<file path="src/rtl/pay_settle.sv">
// Checkout stage: latches cart total, collects coins, then returns change greedily (20/10/5/1) over valid/ready.
// Optional inactivity auto-cancel in PAY when PAY_TIMEOUT_EN is defined; chg_sel holds while chg_valid && !chg_ready.
module pay_settle #(
    parameter int TIMEOUT_CYC = 1000,
    parameter int CNT_W       = 16
) (
    input  logic       clk,
    input  logic       rst,
    input  logic       start,
    input  logic [7:0] total_price,
    input  logic [3:0] total_num,
    input  logic       coin_valid,
    input  logic [1:0] coin_sel,
    input  logic       cancel,
    input  logic       chg_ready,
    output logic       busy,
    output logic [7:0] paid,
    output logic [7:0] due,
    output logic       chg_valid,
    output logic [1:0] chg_sel,
    output logic       done,
    output logic       refund,
    output logic       cart_clr,
    output logic       timeout
);

    typedef enum logic [1:0] {IDLE, PAY, CHANGE, DONE} state_t;

    state_t     state, state_nxt;
    logic [7:0] price_q, price_nxt;
    logic [8:0] paid_int, paid_int_nxt;
    logic [8:0] chg_amt, chg_amt_nxt;
    logic       refund_nxt;
    logic [8:0] coin_val;
    logic [8:0] sum;
    logic [1:0] chg_den;
    logic       abort;
    logic [7:0] paid_sat_nxt;
    logic [7:0] due_nxt;

    if (TIMEOUT_CYC >= (1 << CNT_W)) begin : g_cnt_w_too_small
        $error("pay_settle: CNT_W too narrow for TIMEOUT_CYC");
    end

    function automatic logic [4:0] coin_value(input logic [1:0] sel);
        case (sel)
            2'b00:   return 5'd1;
            2'b01:   return 5'd5;
            2'b10:   return 5'd10;
            default: return 5'd20;
        endcase
    endfunction

`ifdef PAY_TIMEOUT_EN
    logic [CNT_W-1:0] idle_cnt;

    // Held at zero outside PAY, so every entry into PAY starts a fresh count.
    always_ff @(posedge clk) begin
        if (rst) begin
            idle_cnt <= '0;
        end else if (state != PAY || coin_valid) begin
            idle_cnt <= '0;
        end else begin
            idle_cnt <= idle_cnt + CNT_W'(1);
        end
    end

    assign timeout = (state == PAY) && (idle_cnt == CNT_W'(TIMEOUT_CYC));
`else
    assign timeout = 1'b0;
`endif

    assign abort = (state == PAY) && (cancel || timeout);

    // Greedy denomination follows chg_amt, which only moves on a handshake, so chg_sel is stable under backpressure.
    always_comb begin
        if (chg_amt >= 9'd20) begin
            chg_den = 2'b11;
        end else if (chg_amt >= 9'd10) begin
            chg_den = 2'b10;
        end else if (chg_amt >= 9'd5) begin
            chg_den = 2'b01;
        end else begin
            chg_den = 2'b00;
        end
    end

    assign busy      = (state != IDLE);
    assign done      = (state == DONE);
    assign cart_clr  = done && !refund;
    assign chg_valid = (state == CHANGE) && (chg_amt != 9'd0);
    assign chg_sel   = chg_valid ? chg_den : 2'b00;

    always_comb begin
        state_nxt    = state;
        price_nxt    = price_q;
        paid_int_nxt = paid_int;
        chg_amt_nxt  = chg_amt;
        refund_nxt   = refund;
        coin_val     = {4'b0, coin_value(coin_sel)};
        sum          = paid_int + coin_val;

        case (state)
            IDLE: begin
                if (start && total_price != 8'd0 && total_num != 4'd0) begin
                    price_nxt    = total_price;
                    paid_int_nxt = 9'd0;
                    chg_amt_nxt  = 9'd0;
                    refund_nxt   = 1'b0;
                    state_nxt    = PAY;
                end
            end
            PAY: begin
                if (coin_valid) begin
                    paid_int_nxt = sum;
                end
                // Cancel beats a completing coin; that coin is refunded along with the rest.
                if (abort) begin
                    refund_nxt  = 1'b1;
                    chg_amt_nxt = coin_valid ? sum : paid_int;
                    state_nxt   = (chg_amt_nxt == 9'd0) ? DONE : CHANGE;
                end else if (coin_valid && sum >= {1'b0, price_q}) begin
                    chg_amt_nxt = sum - {1'b0, price_q};
                    state_nxt   = CHANGE;
                end
            end
            CHANGE: begin
                if (chg_amt == 9'd0) begin
                    state_nxt = DONE;
                end else if (chg_ready) begin
                    chg_amt_nxt = chg_amt - {4'b0, coin_value(chg_den)};
                end
            end
            DONE: begin
                state_nxt    = IDLE;
                refund_nxt   = 1'b0;
                paid_int_nxt = 9'd0;
                price_nxt    = 8'd0;
            end
            default: begin
                state_nxt = IDLE;
            end
        endcase

        paid_sat_nxt = paid_int_nxt[8] ? 8'hFF : paid_int_nxt[7:0];
        due_nxt      = ({1'b0, price_nxt} > paid_int_nxt) ? (price_nxt - paid_int_nxt[7:0]) : 8'd0;
    end

    always_ff @(posedge clk) begin
        if (rst) begin
            state    <= IDLE;
            price_q  <= 8'd0;
            paid_int <= 9'd0;
            chg_amt  <= 9'd0;
            refund   <= 1'b0;
            paid     <= 8'd0;
            due      <= 8'd0;
        end else begin
            state    <= state_nxt;
            price_q  <= price_nxt;
            paid_int <= paid_int_nxt;
            chg_amt  <= chg_amt_nxt;
            refund   <= refund_nxt;
            paid     <= paid_sat_nxt;
            due      <= due_nxt;
        end
    end

endmodule
</file>
<file path="config.mk">
export PLATFORM = sky130hd
export DESIGN_NAME = pay_settle
export DESIGN_NICKNAME = d
export VERILOG_FILES = /design/src/rtl/pay_settle.sv
export SDC_FILE = /design/constraint.sdc
export NUM_CORES = 1
export LEC_CHECK = 0
export CORE_MARGIN = 10
export CORE_UTILIZATION = 42
export CTS_BUF_LIST = sky130_fd_sc_hd__clkbuf_4 sky130_fd_sc_hd__clkbuf_8
export CTS_CLUSTER_SIZE = 40
export DETAILED_ROUTE_END_ITERATION = 10
export GPL_TIMING_DRIVEN = 0
export PLACE_DENSITY = 0.7
export SYNTH_ARGS = -nofsm -noshare
export SYNTH_HDL_FRONTEND = slang
export SYNTH_SLANG_ARGS = --single-unit
</file>
<file path="constraint.sdc">
create_clock -name clk -period 4.85 [get_ports clk]
set_input_delay 0.485 -clock clk [delete_from_list [all_inputs] [get_ports clk]]
set_output_delay 0.485 -clock clk [all_outputs]
set_load 0.01 [all_outputs]
</file>
# --- Yosys cells after proc, flatten, opt, wreduce, memory -nomap -nowiden ---
# Index checks and enable logic that the tools add are counted.
word_totals:
  latchBits: 0
  input_bits: 20
  romBits: 0
  mem_count: 0
  mem_bits_rw: 0
  output_inout_bits: 24
  wordCells: 82
  regBits: 45
classes:
  shifts: 0
  add_sub_neg: 4
  reduce_logical: 22
  magnitude_cmp: 5
  bitwise: 1
  n_mul: 0
  n_eq_ne: 13
  div: 0
  mux: 30
op_table:
  columns: ["operator", "count"]
  rows:
  - ["9-bit 2-to-1 mux", 7]
  - ["9-bit one-hot mux with 3 select lines", 2]
  - ["5-bit one-hot mux with 3 select lines", 2]
  - ["9-bit logical NOT", 2]
  - ["8-bit 2-to-1 mux", 2]
  - ["8-bit one-hot mux with 2 select lines", 1]
  - ["5-bit 2-to-1 mux", 3]
  - ["2-bit 2-to-1 mux", 7]
  - ["9-bit by 5-bit adder with 9-bit output", 1]
  - ["9-bit by 3-bit greater-or-equal comparator with 1-bit output (second input constant)", 1]
  - ["9-bit by 4-bit greater-or-equal comparator with 1-bit output (second input constant)", 1]
  - ["9-bit by 5-bit greater-or-equal comparator with 1-bit output (second input constant)", 1]
  - ["9-bit by 8-bit greater-or-equal comparator with 1-bit output", 1]
  - ["8-bit by 9-bit > comparator with 1-bit output", 1]
  - ["9-bit nonzero test", 1]
  - ["9-bit by 5-bit subtractor with 9-bit output", 1]
  - ["9-bit by 8-bit subtractor with 9-bit output", 1]
  - ["2-bit == test (second input constant)", 4]
  - ["2-bit inequality test (second input constant)", 4]
  - ["2-bit one-hot mux with 4 select lines", 1]
  - ["8-bit nonzero test", 1]
  - ["8-bit subtractor", 1]
  - ["2-bit by 1-bit == test with 1-bit output (second input constant)", 3]
  - ["1-bit logical AND", 6]
  - ["13 further kinds", 20]

# --- Logic depth before layout (Yosys ltp) ---
depth:
  word_depth: 13
  depth_mapped: 18
  mapped_depth_nobuf: 17

# --- Worst setup path before layout ---
# OpenSTA, ideal clock, no wires.
synth_path:
  path_type: "input-to-reg"
  from: "input coin_sel[0]"
  to: "register chg_amt[7]"
  n_path_buf: 1
  setup_slack_ns: 1.167
  arrival_time_ns: 3.609
  setup_ns: 0.074
  cell_stages: 18
  required_ns: 4.776
  path_cell_list: "nand2b_2 -> xnor2_1 -> ha_1 -> nand2_1 -> and4b_1 -> nor2_1 -> a21o_1 -> nand2_1 -> xnor2_1 -> ha_1 -> o21ai_0 -> nor2_1 -> o221a_1 -> nor4b_4 -> or2_1 -> buf_6 -> or4_1 -> a31oi_1"
synth_via:
  elab_chain_len: 7
  elab_cells_between_ends: 14
  classes_between: "add/sub: 2; order compare: 1; eq/ne: 3; mux: 5; reduce/logical: 3"
synth_rtl:
  columns: ["element", "line", "source"]
  rows:
  - ["start: declaration", "13", "input logic [1:0] coin_sel,"]
  - ["2-bit == test, or another cell as far along", "46", "case (sel)"]
  - ["5-bit one-hot mux with 3 select lines (*)", "46", null]
  - ["9-bit by 5-bit adder with 9-bit output (*)", "101", "sum = paid_int + coin_val;"]
  - ["9-bit by 8-bit subtractor with 9-bit output / 9-bit by 8-bit greater-or-equal comparator with 1-bit output (equally long branches)", "123, 122", null]
  - ["9-bit 2-to-1 mux / 1-bit logical AND (equally long branches)", "122", "end else if (coin_valid && sum >= {1'b0, price_q}) begin"]
  - ["9-bit 2-to-1 mux / 3-bit by 2-bit inequality test with 1-bit output (equally long branches)", null, null]
  - ["9-bit one-hot mux with 3 select lines / 5-bit AND reduction (equally long branches)", null, null]
  - ["end signal: assignment", "162", "chg_amt <= chg_amt_nxt;"]
  - ["end: declaration", "32", "logic [8:0] chg_amt, chg_amt_nxt;"]
# Mark *: on every way between the ends. The rest lies on a longest branch, timed or not. The select of a mux whose other input is x is not followed.
# A chain may end at the register's enable or synchronous reset.

# --- Worst setup path after layout ---
layout_path:
  from: "input coin_sel[0]"
  to: "register due[3]"
layout_via:
  elab_chain_len: 8
  elab_cells_between_ends: 11
  classes_between: "add/sub: 2; order compare: 1; eq/ne: 2; mux: 3; bitwise: 1; reduce/logical: 2"
layout_rtl:
  columns: ["element", "line", "source"]
  rows:
  - ["2-bit == test, or another cell as far along", "46", null]
  - ["5-bit one-hot mux with 3 select lines (*)", "46", null]
  - ["9-bit by 5-bit adder with 9-bit output (*)", "101", null]
  - ["9-bit 2-to-1 mux (*)", "114", "if (coin_valid) begin"]
  - ["9-bit one-hot mux with 3 select lines (*)", "103", "case (state)"]
  - ["8-bit by 9-bit > comparator with 1-bit output", "146", "due_nxt = ({1'b0, price_nxt} > paid_int_nxt) ? (price_nxt - paid_int_nxt[7:0]) : 8'd0;"]
  - ["1-bit inverter (no source line)", null, null]
  - ["2-bit OR reduction (no source line)", null, null]
  - ["end signal: assignment", "165", "due <= due_nxt;"]
  - ["end: declaration", "18", "output logic [7:0] due,"]
# Mark *: on every way between the ends. The rest lies on a longest branch, timed or not.

==> PnR_summary.wiki <==
{| class="wikitable"
! Metric !! Value
|-
| Slew at the pin with the worst max-slew slack || 0.7746 ns
|-
| Worst skew pair latency || ~0.31 ns
|-
| Register Area || between 900 and 1000 um^2
|-
| Async set-reset flop share out of synthesis || 0
|-
| Synth unique cells || 71
|-
| Area of the core || around 8300 um^2
|-
| Number of synthesis warnings || 0
|-
| Wire length per cell after detailed routing || between 15 and 20 um
|-
| Logic depth of the worst register-to-register path || 14
|-
| Power per cell area || 527.5 nW/um^2
|-
| Number of buffers on the longest clock path || 2
|-
| Port buffer count || 41
|-
| Mean instance size in the synthesized netlist || 7.767 um^2
|-
| Gpl congestion || between 0.9 and 1
|-
| Die outline height || 112.4 um
|-
| Hold depth || 2
|-
| Detail Route Antenna Nets || 0
|-
| Ratio of cells with drive above 1 in the final layout || 0.05871
|-
| Launch point of the critical path || coin_sel[0]
|-
| Startpoint of the worst-slack reg-to-reg timing path || state[0]
|-
| Largest net degree at the start of global routing || 17
|-
| Sink Count || 45
|-
| Number of rows in the core area || 33
|-
| Top cell types by occurrence after synthesis || sky130_fd_sc_hd__dfxtp_1 (45), sky130_fd_sc_hd__nor2_1 (42), sky130_fd_sc_hd__nand2_1 (39)
|-
| Initial standard-cell utilization of the core || 0.4345
|-
| Number of violations of the max-capacitance limit || 0
|-
| Reg-to-reg endpoint || due[7]
|-
| Die area || between 10,000 and 15,000 um^2
|-
| Number of storage elements in the synthesis netlist || between 40 and 50
|-
| Post-Route Skew || 0.01189 ns
|-
| Via-to-Cell Ratio || approximately 5.7
|-
| Class of the tightest hold or removal check || reg -> reg
|-
| Kind of critical path || in -> reg
|-
| Count of buffering cells on the critical path with inverters included || 1
|-
| Cell breakdown of the critical path || clkdlybuf4s50_1 > ha_1 > nand4b_1 > and4b_1 > o41ai_2 > o21ai_0 > a22oi_1 > ha_1 > nand4_1 > nor2_1 > nor2_1 > nand3_1 > a2111oi_0
|-
| Kind of capture point of the worst setup path || flop
|-
| Sequential share of the synthesized area || 0.2510
|-
| Most common cell in the netlist || sky130_fd_sc_hd__dfxtp_1
|-
| Share of the synthesized area in the top cell type || 0.2510
|-
| Vias after detailed routing || about 3,500
|-
| Ranking of synthesized cells by area || sky130_fd_sc_hd__dfxtp_1 (25%), sky130_fd_sc_hd__ha_1 (10%), sky130_fd_sc_hd__o21ai_0 (5.0%)
|-
| Number of hold buffers added after cts || 0
|-
| Clock transition time at the flip-flop clock pins of the worst setup and hold paths || about 0.090 ns
|-
| Horizontal die dimension || between 100 and 150 um
|-
| Number of setup violations in the final report || 0
|-
| Number of remaining DRC errors || 0
|-
| Slew Limit Fails || 0
|-
| Count of final hold-check violations || 0
|-
| Area growth from synthesis to final layout || 18.34%
|-
| Max_slew headroom || 0.4780
|-
| Hold slack || approximately 0.48 ns
|-
| Largest voltage drop on the vdd net || ~0.43 mV
|-
| CTS buffer count || 5
|-
| Register-to-register setup slack || ~0.73 ns
|-
| Post-Synthesis Cell Area || between 3000 and 4000 um^2
|-
| Overall overflow remaining after global route || 0
|-
| Synth area leader || sky130_fd_sc_hd__dfxtp_1
|-
| Cell class contributing the biggest share of worst-path delay || compound AO/OA/AOI/OAI gates
|-
| Time the final worst path needs with I/O delays and setup || 4.311 ns
|-
| Antenna violations before repair || 0
|-
| Clock tree from TritonCTS || built
|-
| Utilization of the core after routing || 0.5142
|-
| Fill count || slightly below 800
|-
| Number of levels in the clock H-tree || 2
|-
| Count of inserted antenna diode cells || 0
|-
| Global-route wire length before repair || between 15 and 20 mm
|-
| Area occupied by multi-input gates || 2462 um^2
|-
| Gate Count Post-Synth || approximately 460
|-
| Total track usage || 0.1551
|-
| Setup TNS || 0 ns
|-
| DP HPWL || 8.245 mm
|-
| Number of enable flip-flop cells after synthesis || 0
|-
| Final worst path period share || 0.8889
|-
| Worst-case hold path end point || chg_amt[0]
|-
| Post-layout nets || between 500 and 600
|-
| Largest driver fanout on the critical path || 8
|-
| Vias in the first global route || between 3,000 and 4,000
|-
| Static Leak || about 1.7 nW
|-
| Critical path arrival || 4.51 ns
|-
| Number of post-CTS setup repair buffers || 0
|-
| CTS Root Cell || sky130_fd_sc_hd__clkbuf_8
|-
| Critical path required time || roughly 5 ns
|-
| Top FF cell, synth || sky130_fd_sc_hd__dfxtp_1
|-
| Hold Startpoint || chg_amt[0]
|-
| Iteration-0 DRC count of the detailed router || roughly 230
|-
| Number of detailed-routing iterations run before antenna repair || 5
|-
| Total length of routed wires || roughly 10 mm
|-
| Critical-path cell with the highest stage delay || sky130_fd_sc_hd__o41ai_2
|-
| Largest incremental delay on the critical path || 0.70 ns
|-
| Result of the run || finished, final reports clean
|-
| Net count after synthesis || 515
|-
| I/O pin cnt || between 40 and 50
|-
| Nature of the critical path startpoint || primary input
|-
| Cts repair resizes || 0
|-
| Unrepaired setup endpoints after global routing || no
|-
| Upper clock frequency limit || roughly 230 MHz
|}
## final cells by class
cell class	count	area share
Tap cell	105	0.03094
Multi-Input combinational cell	363	0.5798
Buffer	19	0.02210
Clock inverter	3	0.01120
Sequential cell	45	0.2121
Clock buffer	5	0.01621
Timing Repair Buffer	41	0.09664
Inverter	35	0.03094
## report_power, final
| group | internal (mW) | total [mW] | switching [mW] |
|---|---|---|---|
| Clock | 0.157 | 0.295 | 0.138 |
| Combinational | 0.586 | 1.45 | 0.868 |
| Sequential | 0.439 | 0.490 | 0.0506 |
| Total | 1.18 | 2.24 | 1.06 |
## layout by cell type (no fill, tap or decap), types with 4 or more instances in the layout
master / synthesis / layout
sky130_fd_sc_hd__a211oi_1: 6 / 6
sky130_fd_sc_hd__a21boi_0: 4 / 4
sky130_fd_sc_hd__a21o_1: 5 / 5
sky130_fd_sc_hd__a21oi_1: 32 / 32
sky130_fd_sc_hd__a22oi_1: 12 / 12
sky130_fd_sc_hd__a31oi_1: 5 / 5
sky130_fd_sc_hd__and2_1: 8 / 8
sky130_fd_sc_hd__clkbuf_1: 12 / 12
sky130_fd_sc_hd__clkbuf_8: 0 / 5
sky130_fd_sc_hd__clkdlybuf4s50_1: 0 / 41
sky130_fd_sc_hd__dfxtp_1: 45 / 45
sky130_fd_sc_hd__ha_1: 30 / 30
sky130_fd_sc_hd__inv_1: 34 / 34
sky130_fd_sc_hd__nand2_1: 39 / 39
sky130_fd_sc_hd__nand2b_1: 5 / 5
sky130_fd_sc_hd__nand3_1: 10 / 10
sky130_fd_sc_hd__nand4_1: 4 / 4
sky130_fd_sc_hd__nor2_1: 42 / 42
sky130_fd_sc_hd__nor2b_1: 6 / 6
sky130_fd_sc_hd__nor3_1: 12 / 12
sky130_fd_sc_hd__nor4_1: 4 / 4
sky130_fd_sc_hd__o21ai_0: 36 / 36
sky130_fd_sc_hd__o21ai_1: 5 / 5
sky130_fd_sc_hd__or3_1: 7 / 7
sky130_fd_sc_hd__or4_1: 5 / 5
sky130_fd_sc_hd__xnor2_1: 10 / 10
sky130_fd_sc_hd__xor2_1: 9 / 9
## worst min-delay path: stages, from the launching register on
cell	delay [ns]
sky130_fd_sc_hd__dfxtp_1	0.33
sky130_fd_sc_hd__nand2_1	0.06
sky130_fd_sc_hd__a21oi_1	0.05
## worst max-delay path by stage
| stage | to | depth (start not counted) |
|---|---|---|
| floorplan | chg_amt[7] | 18 |
| global placement | chg_amt[4] | 16 |
| detailed placement | chg_amt[7] | 17 |
| CTS | chg_amt[4] | 16 |
| global route | due[7] | 15 |
| finish | due[3] | 13 |
## registers in the layout (all words and copies together) (netlist names)
register,flops
due,8
state,2
price_q,8
refund,1
chg_amt,9
paid,8
paid_int,9
## cells by family after synthesis
kind of cell	count (synthesis)	share of synthesized area
DFF	45	0.2510
and+or+nand+nor	159	0.2284
other	1	0.001045
adders and majority gates	34	0.1245
AOI/OAI and AO/OA	144	0.2681
buffers and inverters	54	0.06276
muxes	6	0.01778
xor gates and xnor gates	19	0.04637
## per-stage QoR
stage          total power [mW]  setup WS [ns]  instances  cell area, um^2
4_1_cts                   2.230         0.5536        616             4247
3_5_place_dp              1.923         0.2585        608             4130
5_1_grt                   2.445         0.1635        616             4247
3_3_place_gp              1.904         0.3071        608             4130
6_report                  2.240         0.5390        616             4247
2_1_floorplan             1.543          1.167        462             3588
## metal layers
metal  GRT usage  share of wire  vias up
met4     0.04653          0.020        0
met2      0.2565           0.47       99
met5           0              0        -
met1      0.2017           0.46     1633
met3     0.02503          0.053       18
li1            -              -     1777
Power figures use the tool's default switching activity.
==> variant 1, RTL diff (config.mk and constraints unchanged) <==
Re-encode `state_t` (4 states) as one-hot, 4 bits wide.
--- a/src/rtl/pay_settle.sv
+++ b/src/rtl/pay_settle.sv
@@ -24,7 +24,7 @@
     output logic       timeout
 );
 
-    typedef enum logic [1:0] {IDLE, PAY, CHANGE, DONE} state_t;
+    typedef enum logic [3:0] {IDLE = 4'b0001, PAY = 4'b0010, CHANGE = 4'b0100, DONE = 4'b1000} state_t;
 
     state_t     state, state_nxt;
     logic [7:0] price_q, price_nxt;
Behaviour: no difference found for any inputs over 4 cycles, from zero or initial values and one cycle with rst high; so few cycles prove little.
==> variant 1 against the original RTL <==
Via count is 6.4% lower; clock skew is 0.0037 ns lower; routed wire length is 3.7% lower; sequential cell count is 2 higher; cell area is 2.2% lower; area after synthesis is 2.5% lower; setup slack worse by 0.13 ns; critical path type is now flop to flop.
Power is not compared: it rests on default switching activity, and its combinational part moved more than twofold at a synthesized area within 25%.
==> variant 1: results (changes against the original RTL) <==
- Layout area overhead: 18.7%
- Worst path max stage delay: 0.56 ns (-0.14 ns)
- Pre-antenna DRT Iters: 4 (-1)
- Share of cells above drive strength 1: 7.71% (+1.8 points)
- Final WL: 9710 um (-3.7%)
- HP Start: chg_amt[6]
- Placed Area: 4030 sq um (-2.4%)
- Slew HR: 43.0% (-4.8 points)
- WHS Endpoint: chg_amt[6]
- Hpwl dp: 7930 um (-3.8%)
- PortBufs: 40 (-2.4%)
- Number of global-route vias before repair: 3312 (-2.0%)
- Outcome: finished clean
- DR iter-0 viols: 236 (+1.7%)
- Num CTS Buffers: 5 (unchanged)
- Mapped Nets: 480 (-6.8%)
- Register area share after synthesis: 26.9% (+1.8 points)
- R2r setup slk: 0.41 ns (-0.32 ns)
- Layout Nets: 527 (-6.4%)
- DR vias/cell: 5.65 (-1.4%)
- Crit-path slowest cell: o2111ai_1
- Total GRT Usage: 15.6% (+0.097 points)
- Routability Congestion: 0.952 (+2.2%)
- Area share of fa/ha/maj cells after synthesis: 10.7% (-1.8 points)
- WP data arrival: 4.61 ns (+0.10 ns)
- Synth area leaders: dfxtp_1 27%, ha_1 8.9%, nor2_1 5.4%, a21oi_1 4.9%, xnor2_1 3.8%
- Layout fillers: 824 (+5.0%)
- Post-synthesis mux area share: 1.25% (-0.53 points)
- Synth warnings: 0 (unchanged)
- Most frequent cells after synthesis: 50 x nor2_1, 47 x dfxtp_1, 34 x a21oi_1
- Critical R2R Launch: state[3]
- Critical path peak fanout: 10 (+2)
- Synth Area in Compound Gates: 27.4% (+0.62 points)
- Worst Skew: 0.00819 ns (-0.00370 ns)
variant 1: worst max path at each step:
| stage | from | to | cells past startpoint |
|---|---|---|---|
| 6_report | state[3] | due[2] | 14 |
| 5_1_grt | state[3] | due[2] | 14 |
| 4_1_cts | state[3] | due[2] | 14 |
| 3_5_place_dp | total_price[0] | due[2] | 14 |
| 3_3_place_gp | coin_sel[1] | chg_amt[7] | 17 |
| 2_1_floorplan | state[3] | due[2] | 14 |
variant 1: per-stage QoR:
stage	setup WS (ns)	hold WS [ns]	cells
2_1_floorplan	1.14	0.453	432
3_5_place_dp	0.206	0.483	577
4_1_cts	0.419	0.496	585
6_report	0.410	0.493	585
3_3_place_gp	0.277	0.479	577
5_1_grt	0.107	0.533	585
variant 1: tightest hold or removal path, cell delays in order (launching register included):
cell and delay [ns]:
dfxtp_1 0.33, o31ai_1 0.06, a21oi_1 0.05
variant 1: cells by family (layout without fill, tap and decap cells):
group / count (synthesis) / count (layout)
other: 1 / 1
multiplexers: 4 / 4
XOR/XNOR: 22 / 22
AO/OA/AOI/OAI: 131 / 131
AND/OR/NAND/NOR: 150 / 150
adder cells (fa/ha/maj): 28 / 28
flip-flops: 47 / 47
buffers and inverters: 49 / 97
variant 1: per-layer routing:
metal  up-vias  part of all wire [%]  global-route usage [%]
met5         -                     0                       0
met2        74                    49                    26.1
li1       1659                     -                       -
met1      1558                    45                    19.9
met3        12                   4.7                    3.30
met4         0                   1.4                    3.43
variant 1: area by class of cell:
type / count / share of cell area [%]
Multi-Input combinational cell: 336 / 56.9
Sequential cell: 47 / 22.7
Timing Repair Buffer: 40 / 9.64
Tap cell: 105 / 3.16
Inverter: 27 / 2.44
Buffer: 22 / 2.26
Clock buffer: 6 / 1.99
Clock inverter: 2 / 0.934
==> variant 2, RTL diff (config.mk and constraints unchanged) <==
Made on the original files. Build with the macro `PAY_TIMEOUT_EN` defined.
--- a/src/rtl/pay_settle.sv
+++ b/src/rtl/pay_settle.sv
@@ -1,5 +1,7 @@
 // Checkout stage: latches cart total, collects coins, then returns change greedily (20/10/5/1) over valid/ready.
 // Optional inactivity auto-cancel in PAY when PAY_TIMEOUT_EN is defined; chg_sel holds while chg_valid && !chg_ready.
+`define PAY_TIMEOUT_EN
+
 module pay_settle #(
     parameter int TIMEOUT_CYC = 1000,
     parameter int CNT_W       = 16
Formal check against the unedited RTL: no difference found for any inputs over 4 cycles, from zero or initial values and one cycle with rst high; that may be too few to reach the edited logic, so the function may still have changed.
==> variant 2 against the original RTL <==
Global-route usage down 0.13 points; cell area grew 16%; setup slack worse by 0.092 ns; area after synthesis up 15%; cell count grew 13%; total power is 16% higher; routed wire length increased by 8.2%; die area is 13% higher; utilization shrank 0.65 points; non-clock buffer count is the same; count of clock-buffer cells in the layout rose by 5; register-to-register slack is essentially flat; sequential cell count up 16; sequential power is 27% higher.
==> variant 2: results (changes against the original RTL) <==
- Outcome: finished clean
- IR drop worst, VDD: 0.432 mV (+1.0%)
- Register area share after synthesis: 29.5% (+4.4 points)
- Sw power: 1.16 mW (+9.7%)
- Worst path max stage delay: 0.57 ns (-0.13 ns)
- Clock Latency Late Sink: 0.35 ns (+0.04 ns)
- Worst Skew: 0.0105 ns (-0.00139 ns)
- Cell variety after synth: 69 (-2.8%)
- H-tree depth: 3 (+1)
- Pre-antenna DRT Iters: 4 (-1)
- Largest regs: idle_cnt (16), chg_amt (9), paid_int (9)
- Total GRT Usage: 15.4% (-0.13 points)
- WP data arrival: 4.68 ns (+0.17 ns)
- Critical R2R Launch: paid_int[1]
- Flop pwr share: 24.0% (+2.1 points)
- Routability Congestion: 0.886 (-4.9%)
- HP Start: chg_amt[7]
- Seq. pwr: 0.624 mW (+27%)
- Most frequent cells after synthesis: 61 x dfxtp_1, 56 x nor2_1, 34 x inv_1
- DR vias/cell: 5.42 (-5.3%)
- Layout fillers: 948 (+21%)
- Area share of fa/ha/maj cells after synthesis: 11.1% (-1.3 points)
- Slew HR: 49.9% (+2.1 points)
- Synth area leaders: dfxtp_1 29%, ha_1 9.7%, nor2_1 5.1%, xor2_1 4.2%, xnor2_1 3.4%
- Placed Area: 4740 sq um (+15%)
- Share of cells above drive strength 1: 7.26% (+1.4 points)
- Global-route wire length before repair: 18200 um (+9.8%)
- Num CTS Buffers: 9 (+4)
- Main combinational cell family by area after synthesis: simple AND/OR/NAND/NOR gates
[variant 2: cells by family (layout without fill, tap and decap cells)]
group | after synthesis | in the layout
flops | 61 | 61
compound gates | 125 | 125
simple gates | 188 | 188
xor+xnor | 36 | 36
fa+ha+maj | 35 | 35
buf+inv | 52 | 111
mux | 9 | 9
[variant 2: final timing paths]
path	slack, ns	end	cells past startpoint
max reg2reg	0.73	state[1]	15
min	0.48	chg_amt[7]	2
min reg2reg	0.48	chg_amt[7]	2
max	0.45	state[1]	16
[variant 2: layer usage]
metal  GRT usage [%]  wire length (um)
met5               0                 0
met4            5.28               250
met2            24.9              5020
met3            3.92               669
met1            19.4              4970
[variant 2: layout make-up]
class / instances / area [sq um] / share of cell area [%]
clock inverters: 6 / 38.8 / 0.789
multi-input cells: 393 / 2730 / 55.4
plain buffers: 17 / 66.3 / 1.35
inverters: 35 / 131 / 2.67
flip-flops and latches: 61 / 1220 / 24.8
clock buffers: 10 / 138 / 2.80
repair buffers: 43 / 430 / 8.75
well taps: 133 / 166 / 3.38
